**src/rtl/pwm_divider_array_if.sv**
```systemverilog
// Duty-write channel between config logic and the PWM array: valid/ready request plus an error pulse.
interface pwm_divider_array_if #(
  parameter int CH_W  = 3,
  parameter int CNT_W = 8
) ();
  logic             cfg_valid;
  logic             cfg_ready;
  logic [CH_W-1:0]  cfg_ch;
  logic [CNT_W-1:0] cfg_duty;
  logic             cfg_err;

  modport master (output cfg_valid, cfg_ch, cfg_duty, input  cfg_ready, cfg_err);
  modport slave  (input  cfg_valid, cfg_ch, cfg_duty, output cfg_ready, cfg_err);
endinterface

```
**src/rtl/pwm_divider_array.sv**
```systemverilog
// Runtime-ratio prescaler driving CHANNEL double-buffered PWM lanes, single clock domain.
// Define PWM_CENTER_ALIGN_EN for an up/down (centre-aligned) PWM counter; default is edge-aligned up-count.
module pwm_divider_lane #(
  parameter int CNT_W = 8
) (
  input  logic             clk_in,
  input  logic             rst,
  input  logic             enable,
  input  logic             reload,
  input  logic             wr_en,
  input  logic [CNT_W-1:0] wr_duty,
  input  logic [CNT_W-1:0] pwm_cnt,
  output logic             pwm_out
);
  logic [CNT_W-1:0] duty_stage_q, duty_stage_d;
  logic [CNT_W-1:0] duty_act_q, duty_act_d;
  logic             pwm_q, pwm_d;

  always_comb begin
    duty_stage_d = wr_en  ? wr_duty      : duty_stage_q;
    duty_act_d   = reload ? duty_stage_q : duty_act_q;
    pwm_d        = enable & (pwm_cnt < duty_act_q);
  end

  always_ff @(posedge clk_in) begin
    if (rst) begin
      duty_stage_q <= '0;
      duty_act_q   <= '0;
      pwm_q        <= 1'b0;
    end else begin
      duty_stage_q <= duty_stage_d;
      duty_act_q   <= duty_act_d;
      pwm_q        <= pwm_d;
    end
  end

  assign pwm_out = pwm_q;
endmodule

module pwm_divider_array #(
  parameter int DIV_W   = 12,
  parameter int CNT_W   = 8,
  parameter int CHANNEL = 5,
  parameter int CH_W    = 3
) (
  input  logic               clk_in,
  input  logic               rst,
  input  logic               enable,
  input  logic [DIV_W-1:0]   div_value,
  input  logic [CNT_W-1:0]   period,
  pwm_divider_array_if.slave cfg,
  output logic               clk_div_out,
  output logic               period_start,
  output logic [CHANNEL-1:0] pwm_out
);
  logic [DIV_W-1:0] pre_cnt_q, pre_cnt_d, n_eff;
  logic [CNT_W-1:0] pwm_cnt_q, pwm_cnt_d, p_act_q, p_act_d, p_eff;
  logic             clk_div_q, clk_div_d;
  logic             period_start_q, period_start_d;
  logic             cfg_err_q, cfg_err_d;
  logic             tick, reload, at_top, accept, ch_ok;
`ifdef PWM_CENTER_ALIGN_EN
  logic             dir_q, dir_d;   // 0 = counting up, 1 = counting down
`endif

  always_comb begin
    n_eff  = (div_value == '0) ? DIV_W'(1) : div_value;
    p_eff  = (p_act_q == '0)   ? CNT_W'(1) : p_act_q;
    // >= rather than == so a ratio/period shrunk mid-count wraps at once
    tick   = enable & ~rst & (pre_cnt_q >= n_eff - DIV_W'(1));
    at_top = (pwm_cnt_q >= p_eff - CNT_W'(1));
`ifdef PWM_CENTER_ALIGN_EN
    reload = tick & dir_q & (pwm_cnt_q == '0);
`else
    reload = tick & at_top;
`endif
    accept    = cfg.cfg_valid & ~reload;
    ch_ok     = ({1'b0, cfg.cfg_ch} < (CH_W+1)'(CHANNEL));
    cfg_err_d = accept & ~ch_ok;

    pre_cnt_d = pre_cnt_q;
    if (tick)        pre_cnt_d = '0;
    else if (enable) pre_cnt_d = pre_cnt_q + DIV_W'(1);
    clk_div_d = enable & (pre_cnt_q < (n_eff >> 1));

    p_act_d        = reload ? period : p_act_q;
    period_start_d = reload;
    pwm_cnt_d      = pwm_cnt_q;
`ifdef PWM_CENTER_ALIGN_EN
    dir_d = dir_q;
    if (reload) begin
      pwm_cnt_d = '0;
      dir_d     = 1'b0;
    end else if (tick) begin
      if (!dir_q) begin
        // the top count is held for two ticks while turning round
        if (at_top) dir_d = 1'b1;
        else        pwm_cnt_d = pwm_cnt_q + CNT_W'(1);
      end else begin
        pwm_cnt_d = pwm_cnt_q - CNT_W'(1);
      end
    end
`else
    if (reload)    pwm_cnt_d = '0;
    else if (tick) pwm_cnt_d = pwm_cnt_q + CNT_W'(1);
`endif
  end

  always_ff @(posedge clk_in) begin
    if (rst) begin
      pre_cnt_q      <= '0;
      pwm_cnt_q      <= '0;
      p_act_q        <= '0;
      clk_div_q      <= 1'b0;
      period_start_q <= 1'b0;
      cfg_err_q      <= 1'b0;
`ifdef PWM_CENTER_ALIGN_EN
      dir_q          <= 1'b0;
`endif
    end else begin
      pre_cnt_q      <= pre_cnt_d;
      pwm_cnt_q      <= pwm_cnt_d;
      p_act_q        <= p_act_d;
      clk_div_q      <= clk_div_d;
      period_start_q <= period_start_d;
      cfg_err_q      <= cfg_err_d;
`ifdef PWM_CENTER_ALIGN_EN
      dir_q          <= dir_d;
`endif
    end
  end

  for (genvar i = 0; i < CHANNEL; i++) begin : g_lane
    pwm_divider_lane #(.CNT_W(CNT_W)) u_lane (
      .clk_in  (clk_in),
      .rst     (rst),
      .enable  (enable),
      .reload  (reload),
      .wr_en   (accept & ch_ok & (cfg.cfg_ch == CH_W'(i))),
      .wr_duty (cfg.cfg_duty),
      .pwm_cnt (pwm_cnt_q),
      .pwm_out (pwm_out[i])
    );
  end

  assign cfg.cfg_ready = ~reload;
  assign cfg.cfg_err   = cfg_err_q;
  assign clk_div_out   = clk_div_q;
  assign period_start  = period_start_q;
endmodule

```
**src/flat_wrapper.sv**
```systemverilog
// flat-port wrapper written by rule: the top's interface ports become plain ports
module pwm_divider_array_flat 
#(
  parameter int DIV_W   = 12,
  parameter int CNT_W   = 8,
  parameter int CHANNEL = 5,
  parameter int CH_W    = 3
)
  (clk_in, rst, enable, div_value, period, clk_div_out, period_start, pwm_out, cfg_cfg_valid, cfg_cfg_ch, cfg_cfg_duty, cfg_cfg_ready, cfg_cfg_err);
  pwm_divider_array_if #(.CH_W(CH_W), .CNT_W(CNT_W)) cfg_i ();
  input  logic clk_in;
  input  logic rst;
  input  logic enable;
  input  logic [DIV_W-1:0] div_value;
  input  logic [CNT_W-1:0] period;
  output logic clk_div_out;
  output logic period_start;
  output logic [CHANNEL-1:0] pwm_out;
  input wire logic [$bits(cfg_i.cfg_valid)-1:0] cfg_cfg_valid;
  input wire logic [$bits(cfg_i.cfg_ch)-1:0] cfg_cfg_ch;
  input wire logic [$bits(cfg_i.cfg_duty)-1:0] cfg_cfg_duty;
  output wire logic [$bits(cfg_i.cfg_ready)-1:0] cfg_cfg_ready;
  output wire logic [$bits(cfg_i.cfg_err)-1:0] cfg_cfg_err;
  assign cfg_i.cfg_valid = cfg_cfg_valid;
  assign cfg_i.cfg_ch = cfg_cfg_ch;
  assign cfg_i.cfg_duty = cfg_cfg_duty;
  assign cfg_cfg_ready = cfg_i.cfg_ready;
  assign cfg_cfg_err = cfg_i.cfg_err;
  pwm_divider_array #(.DIV_W(DIV_W), .CNT_W(CNT_W), .CHANNEL(CHANNEL), .CH_W(CH_W)) u_core (.clk_in(clk_in), .rst(rst), .enable(enable), .div_value(div_value), .period(period), .cfg(cfg_i), .clk_div_out(clk_div_out), .period_start(period_start), .pwm_out(pwm_out));
endmodule
```
**config.mk**
```make
export PLATFORM = sky130hd
export DESIGN_NAME = pwm_divider_array_flat
export DESIGN_NICKNAME = d
export VERILOG_FILES = /design/src/rtl/pwm_divider_array_if.sv /design/src/rtl/pwm_divider_array.sv /design/src/flat_wrapper.sv
export SDC_FILE = /design/constraint.sdc
export NUM_CORES = 1
export LEC_CHECK = 0
export ABC_AREA = 1
export BUFFER_PORTS_ARGS = -buffer_cell sky130_fd_sc_hd__buf_2
export CELL_PAD_IN_SITES_DETAIL_PLACEMENT = 1
export CELL_PAD_IN_SITES_GLOBAL_PLACEMENT = 1
export CORE_MARGIN = 5
export CORE_UTILIZATION = 40
export DETAILED_ROUTE_END_ITERATION = 12
export PLACE_DENSITY = 0.72
export SYNTH_ARGS = -nofsm -noshare
export SYNTH_HDL_FRONTEND = slang
export SYNTH_SLANG_ARGS = --single-unit
export TNS_END_PERCENT = 10
```
**constraint.sdc**
```tcl
create_clock -name clk_in -period 3.75 [get_ports clk_in]
set_input_delay 0.75 -clock clk_in [delete_from_list [all_inputs] [get_ports clk_in]]
set_output_delay 0.75 -clock clk_in [all_outputs]
set_load 0.005 [all_outputs]
```
=== Yosys cells after proc, flatten, opt, wreduce, memory -nomap -nowiden ===
Index checks and enable logic that the tools add are counted.

* Add/subtract/negate cells: 4
* Order comparisons: 9
* Bitwise gates (word level): 20
* Reductions and logical operators: 5
* Mux-type cells: 2
* Equal/unequal tests: 4

{| class="wikitable"
|+ Operators by type and width
! operator !! count
|-
| < comparator 8 bit || 5
|-
| AND 1 bit || 17
|-
| adder 12 x 1 -> 12 bit, second input constant || 1
|-
| greater-or-equal comparator 12 bit || 1
|-
| zero test 12 bit || 1
|-
| < comparator 12 x 11 -> 1 bit || 1
|-
| two-way mux 12 bit || 1
|-
| subtractor 12 x 1 -> 12 bit, second input constant || 1
|-
| adder 8 x 1 -> 8 bit, second input constant || 1
|-
| greater-or-equal comparator 8 bit || 1
|-
| zero test 8 bit || 1
|-
| two-way mux 8 bit || 1
|-
| subtractor 8 x 1 -> 8 bit, second input constant || 1
|-
| equality test 3 x 2 -> 1 bit, second input constant || 2
|-
| OR reduction 2 bit || 2
|-
| equality test 3 x 1 -> 1 bit, second input constant || 1
|-
| equality test 3 bit, second input constant || 1
|-
| zero test 3 bit || 1
|-
| < comparator 3 bit, second input constant || 1
|-
| NOT 1 bit || 3
|}

* Input port bits: 35
* Logic and storage cells: 65
* Register bits: 116

=== Depth between registers and ports, before layout ===
* Depth in word-level cells: 10
* Depth in mapped cells: 25
* Depth with buffers taken out: 25

=== By module ===
From an unflattened synthesis, not the netlist that was laid out.

* Cell total of the unflattened synthesis: 840
* Area total of the unflattened synthesis: 6497.5 um2

{| class="wikitable"
|+ Modules (own cells, without submodules)
! module !! area each (um2) !! instances !! cells each
|-
| pwm_divider_lane || 797.0 || 5 || 97
|-
| pwm_divider_array || 2512.4 || 1 || 355
|}

=== Worst setup path after synthesis ===
OpenSTA, ideal clock, no wires.

* Path kind: input port to output port
* Start point: input div_value[7]
* End point: output cfg_cfg_ready
* Data arrival time: 3.026 ns
* Slack: -0.026 ns
* Required time: 3.000 ns
* Cell stages on the path: 22
* Buffers on the path: 2
* Path through: inv_1 > nand3_1 > nor2_1 > nand2_1 > nand2_1 > inv_1 > ha_1 > nand2_1 > nor2_1 > nand3_1 > xor2_1 > inv_1 > ha_1 > nand2_1 > nor2_1 > nand2_1 > nor2_1 > nand2_1 > nand2_2 > nand3_4 > buf_2 > buf_2

* Word-level cells in the longest chain between the ends: 7

{| class="wikitable"
|+ RTL lines
! element !! line !! text
|-
| start: declaration || flat_wrapper.sv:14 || <nowiki>input logic [DIV_W-1:0] div_value;</nowiki>
|-
| zero test 12 bit || pwm_divider_array.sv:67 || <nowiki>n_eff = (div_value == '0) ? DIV_W'(1) : div_value;</nowiki>
|-
| two-way mux 12 bit (*) || pwm_divider_array.sv:67 ||
|-
| subtractor 12 x 1 -> 12 bit (*) || pwm_divider_array.sv:70 || <nowiki>tick = enable & ~rst & (pre_cnt_q >= n_eff - DIV_W'(1));</nowiki>
|-
| greater-or-equal comparator 12 bit (*) || pwm_divider_array.sv:70 ||
|-
| AND 1 bit (*) || pwm_divider_array.sv:70 ||
|-
| AND 1 bit (*) || pwm_divider_array.sv:75 || <nowiki>reload = tick & at_top;</nowiki>
|-
| NOT 1 bit (*) || pwm_divider_array.sv:146 || <nowiki>assign cfg.cfg_ready = ~reload;</nowiki>
|-
| end: declaration || flat_wrapper.sv:22 || <nowiki>output wire logic [$bits(cfg_i.cfg_ready)-1:0] cfg_cfg_ready;</nowiki>
|}

Mark *: on every way between the ends. The rest lies on a longest branch, timed or not.

=== Final worst setup path ===
* Start point: input div_value[5]
* End point: output cfg_cfg_ready

Same word-level chain as after synthesis.

==> insert_results.sql <==
INSERT INTO impl_metrics (metric_group, metric, value, unit) VALUES
('final_layout', 'antenna_cells', '0', ''),
('drt', 'drtAntennaViolNets', '0', ''),
('die', 'die_width', '138', 'µm'),
('timing', 'timing_max_transition_violations_final', '0', ''),
('critical_path', 'reg2reg_slack', '340', 'ps'),
('clocking', 'clk_transition_reported_paths', '60', 'ps'),
('logic_synthesis', 'synth_cell_types', '36', ''),
('timing', 'grt_setup_unrepaired', 'yes', ''),
('timing', 'fin_crit', '3690', 'ps'),
('timing', 'tightest_slew', '829', 'ps'),
('drt', 'drt_pass1_iterations', '4', ''),
('grt', 'grtUsageTotal', '20.3', '%'),
('drt', 'drtIter0Drc', '178', ''),
('logic_synthesis', 'synth.yosys.seq_area_share', '35.7', '%'),
('power_and_ir_drop', 'power-per-cell-area', '401', 'nW/µm²'),
('timing', 'timing_hold_violations_final', '0', ''),
('final_layout', 'final_nets', '1075', ''),
('drt', 'met3WireLength', '464', 'µm'),
('place', 'place.port_buffers', '43', ''),
('die', 'floorplan.core_area', '15900', 'µm²'),
('grt', 'antenna_found_initial', '0', ''),
('drt', 'maxUsedRoutingLayer', 'met4', ''),
('critical_path', 'setup.worst_path.class', 'primary input to output pin', ''),
('final_layout', 'post_route_design_area', '7860', 'µm²'),
('logic_synthesis', 'postSynth.asyncResetShare', '0', '%'),
('timing', 'timing.final.setup_violations', '0', ''),
('logic_synthesis', 'ys_dominant_reg_cell', 'sky130_fd_sc_hd__dfxtp_1', ''),
('grt', 'first_pass_grt_wire_length', '29700', 'µm'),
('die', 'die_h', '138', 'µm'),
('drt', 'detailroute.via_count', '5906', ''),
('drt', 'route.detailed.wl_per_inst', '15.0', 'µm'),
('clocking', 'number_of_sinks_handled_by_clock_tree_synthesis', '116', ''),
('grt', 'grt_pass1_vias', '6114', ''),
('drt', 'count_of_unresolved_drc_violations_after_routing', '0', ''),
('place', 'hpwl', '12400', 'µm'),
('critical_path', 'critPathCaptureType', 'output pin', ''),
('logic_synthesis', 'synth_cells', '903', ''),
('logic_synthesis', 'synthesis.yosys.warnings', '0', ''),
('clocking', 'cts-buffers-inserted', '17', ''),
('timing', 'fmax', '271', 'MHz'),
('clocking', 'clk_path_buf_depth', '2', ''),
('outcome', 'status', 'completed', ''),
('power_and_ir_drop', 'max-vdd-ir-drop', '0.293', 'mV'),
('power_and_ir_drop', 'power.total', '3.15', 'mW'),
('logic_synthesis', 'synthesis.area', '6510', 'µm²'),
('min_path', 'hp-class', 'flip-flop to flip-flop', ''),
('final_layout', 'synthToLayoutAreaGrowth', '20.7', '%'),
('critical_path', 'cp_data_required_time', '3000', 'ps'),
('power_and_ir_drop', 'p_leak', '3.62', 'nW'),
('grt', 'maximum_number_of_pins_on_one_net_before_global_route_repair', '47', ''),
('die', 'fp.dieArea', '18900', 'µm²'),
('place', 'placed_area', '7110', 'µm²'),
('die', 'initial_core_util', '40.8', '%'),
('final_layout', 'post_route_cells_drive_above_1_share', '14.5', '%'),
('die', 'design.portCount', '44', ''),
('timing', 'finClkSkew', '8.78', 'ps'),
('drt', 'postRouteWirelength', '17900', 'µm'),
('clocking', 'clock_insertion_delay_worst_skew', '420', 'ps'),
('timing', 'slew_headroom', '44.7', '%'),
('flow_run', 'maxCapViolations', '0', ''),
('grt', 'overflow', '0', ''),
('drt', 'detail_route.vias_per_cell', '4.92', ''),
('critical_path', 'cp_data_arrival_time', '2940', 'ps'),
('clocking', 'tritoncts', 'done', ''),
('logic_synthesis', 'synth-seq-cells', '116', ''),
('logic_synthesis', 'avgSynthCellArea', '7.21', 'µm²'),
('place', 'gpl.final_weighted_congestion', '0.785', ''),
('critical_path', 'cp-start-kind', 'primary input', ''),
('critical_path', 'worstPathMaxFanout', '3', ''),
('clocking', 'htree_levels', '4', ''),
('clocking', 'ctsHoldBuffers', '0', ''),
('drt', 'drt-met1-wl', '8350', 'µm'),
('logic_synthesis', 'number_of_enable_type_register_cells_in_the_synthesized_netlist', '0', ''),
('clocking', 'cts-root-buf', 'sky130_fd_sc_hd__clkbuf_16', ''),
('die', 'row_count', '46', ''),
('drt', 'met2_length', '8890', 'µm'),
('timing', 'final_min_period_over_clock_period', '98.5', '%'),
('logic_synthesis', 'syn_nets', '1007', '');
==> power breakdown <==
part / total, mW / internal [mW] / switching (mW)
Sequential: 1.26 / 1.25 / 0.00733
Clock: 1.67 / 1.09 / 0.576
Combinational: 0.221 / 0.0804 / 0.140
==> per-layer routing <==
| layer | vias up | track usage, % |
|---|---|---|
| met1 | 2785 | 25.2 |
| li1 | 3038 | - |
| met2 | 64 | 35.6 |
| met5 | - | 0 |
| met4 | 0 | 6.60 |
| met3 | 19 | 3.43 |
==> state kept, by name, indices dropped and copies added (netlist names) <==
register	flops
u_core.g_lane.u_lane.duty_act_q	40
u_core.g_lane.u_lane.duty_stage_q	40
u_core.pre_cnt_q	12
u_core.p_act_q	8
u_core.pwm_cnt_q	8
u_core.g_lane.u_lane.pwm_out	5
u_core.cfg.cfg_err	1
u_core.clk_div_out	1
u_core.period_start	1
==> final timing paths <==
kind                                    startpoint                                      end  depth (start not counted)
max                                   div_value[5]                            cfg_cfg_ready                         22
min          u_core.g_lane[2].u_lane.duty_act_q[0]    u_core.g_lane[2].u_lane.duty_act_q[0]                          2
max reg2reg                      u_core.p_act_q[4]  u_core.g_lane[3].u_lane.duty_stage_q[4]                         22
min reg2reg  u_core.g_lane[2].u_lane.duty_act_q[0]    u_core.g_lane[2].u_lane.duty_act_q[0]                          2
==> through the flow <==
step / std cells / hold slack (ps) / utilization (%) / setup TNS, ps / setup slack (ps)
finish: 1200 / 450 / 49.3 / 0 / 55.6
CTS: 1198 / 453 / 48.7 / 0 / 4.69
global placement: 1163 / 441 / 44.6 / -17.2 / -17.2
detailed placement: 1163 / 445 / 44.6 / -3700 / -127
floorplan: 903 / 419 / - / 0 / 28.6
global route: 1200 / 491 / 49.3 / -92.9 / -92.9
==> cell usage after synthesis, types with 3 or more instances <==
cell                       number  area share [%]
sky130_fd_sc_hd__nand3_1       31             2.4
sky130_fd_sc_hd__xor2_1        15             2.0
sky130_fd_sc_hd__ha_1          69              13
sky130_fd_sc_hd__buf_1          5            0.29
sky130_fd_sc_hd__o21ai_0       35             2.7
sky130_fd_sc_hd__nor3_1         7            0.54
sky130_fd_sc_hd__o22ai_1       26             2.5
sky130_fd_sc_hd__dfxtp_1      116              36
sky130_fd_sc_hd__inv_1        189              11
sky130_fd_sc_hd__nand2_1      169             9.7
sky130_fd_sc_hd__buf_4          6            0.69
sky130_fd_sc_hd__buf_6          5            0.86
sky130_fd_sc_hd__nor2_1        79             4.6
sky130_fd_sc_hd__clkbuf_1       7            0.40
sky130_fd_sc_hd__nand4_1       50             4.8
sky130_fd_sc_hd__a21oi_1       51             3.9
sky130_fd_sc_hd__nor3_2         3            0.46
sky130_fd_sc_hd__buf_2         10            0.77
sky130_fd_sc_hd__xnor2_1        5            0.67
sky130_fd_sc_hd__nand3_2        3            0.46
sky130_fd_sc_hd__nor4_1         4            0.38
==> layout by cell type, fill, tap and decap left out, types with 5 or more instances in the layout <==
cell type	instances
sky130_fd_sc_hd__o22ai_1	26
sky130_fd_sc_hd__clkbuf_16	17
sky130_fd_sc_hd__xor2_1	15
sky130_fd_sc_hd__xnor2_1	5
sky130_fd_sc_hd__o21ai_0	35
sky130_fd_sc_hd__dfxtp_1	116
sky130_fd_sc_hd__nand3_2	6
sky130_fd_sc_hd__nor2_1	73
sky130_fd_sc_hd__nor3_1	6
sky130_fd_sc_hd__buf_2	40
sky130_fd_sc_hd__inv_1	186
sky130_fd_sc_hd__buf_4	36
sky130_fd_sc_hd__nand2_1	165
sky130_fd_sc_hd__ha_1	66
sky130_fd_sc_hd__a21oi_1	51
sky130_fd_sc_hd__nand3_1	28
sky130_fd_sc_hd__nand4_1	50
==> critical path: stages <==
cell	delay, ps
sky130_fd_sc_hd__buf_2	120
sky130_fd_sc_hd__nor2_4	90
sky130_fd_sc_hd__nand3_2	90
sky130_fd_sc_hd__nor2_2	110
sky130_fd_sc_hd__nand2_1	70
sky130_fd_sc_hd__nand2_2	100
sky130_fd_sc_hd__inv_2	60
sky130_fd_sc_hd__ha_4	170
sky130_fd_sc_hd__nand2_4	80
sky130_fd_sc_hd__nor2_4	40
sky130_fd_sc_hd__nand3_2	60
sky130_fd_sc_hd__xor2_1	160
sky130_fd_sc_hd__inv_1	90
sky130_fd_sc_hd__ha_4	270
sky130_fd_sc_hd__nand2_4	50
sky130_fd_sc_hd__nor2_4	110
sky130_fd_sc_hd__nand2_2	60
sky130_fd_sc_hd__nor2_1	80
sky130_fd_sc_hd__nand2_1	70
sky130_fd_sc_hd__nand2_2	100
sky130_fd_sc_hd__nand3_4	90
sky130_fd_sc_hd__buf_6	130
==> what timing repair did <==
| item | in CTS | in global routing |
|---|---|---|
| pin swaps | 15 | 14 |
| endpoints found under the setup margin | 1 | 12 |
| resized for setup | 8 | 18 |
| setup buffers | 3 | 2 |
==> layout make-up <==
class / instances / area, µm²
clock buffers: 23 / 478
clock inverters: 9 / 126
fillers: 2057 / 8080
inverters: 191 / 721
multi-input cells: 563 / 3380
flip-flops and latches: 116 / 2320
well taps: 216 / 270
repair buffers: 82 / 564
==> cells by family (layout without fill, tap and decap cells) <==
group | after synthesis | count (layout) | synth area share (%)
DFF | 116 | 116 | 35.7
xor gates and xnor gates | 20 | 20 | 2.69
AOI/OAI and AO/OA | 123 | 123 | 10.4
adders and majority gates | 69 | 69 | 13.3
buffers and inverters | 224 | 305 | 14.0
and+or+nand+nor | 351 | 351 | 24.0
(Power assumes the default switching activity.)
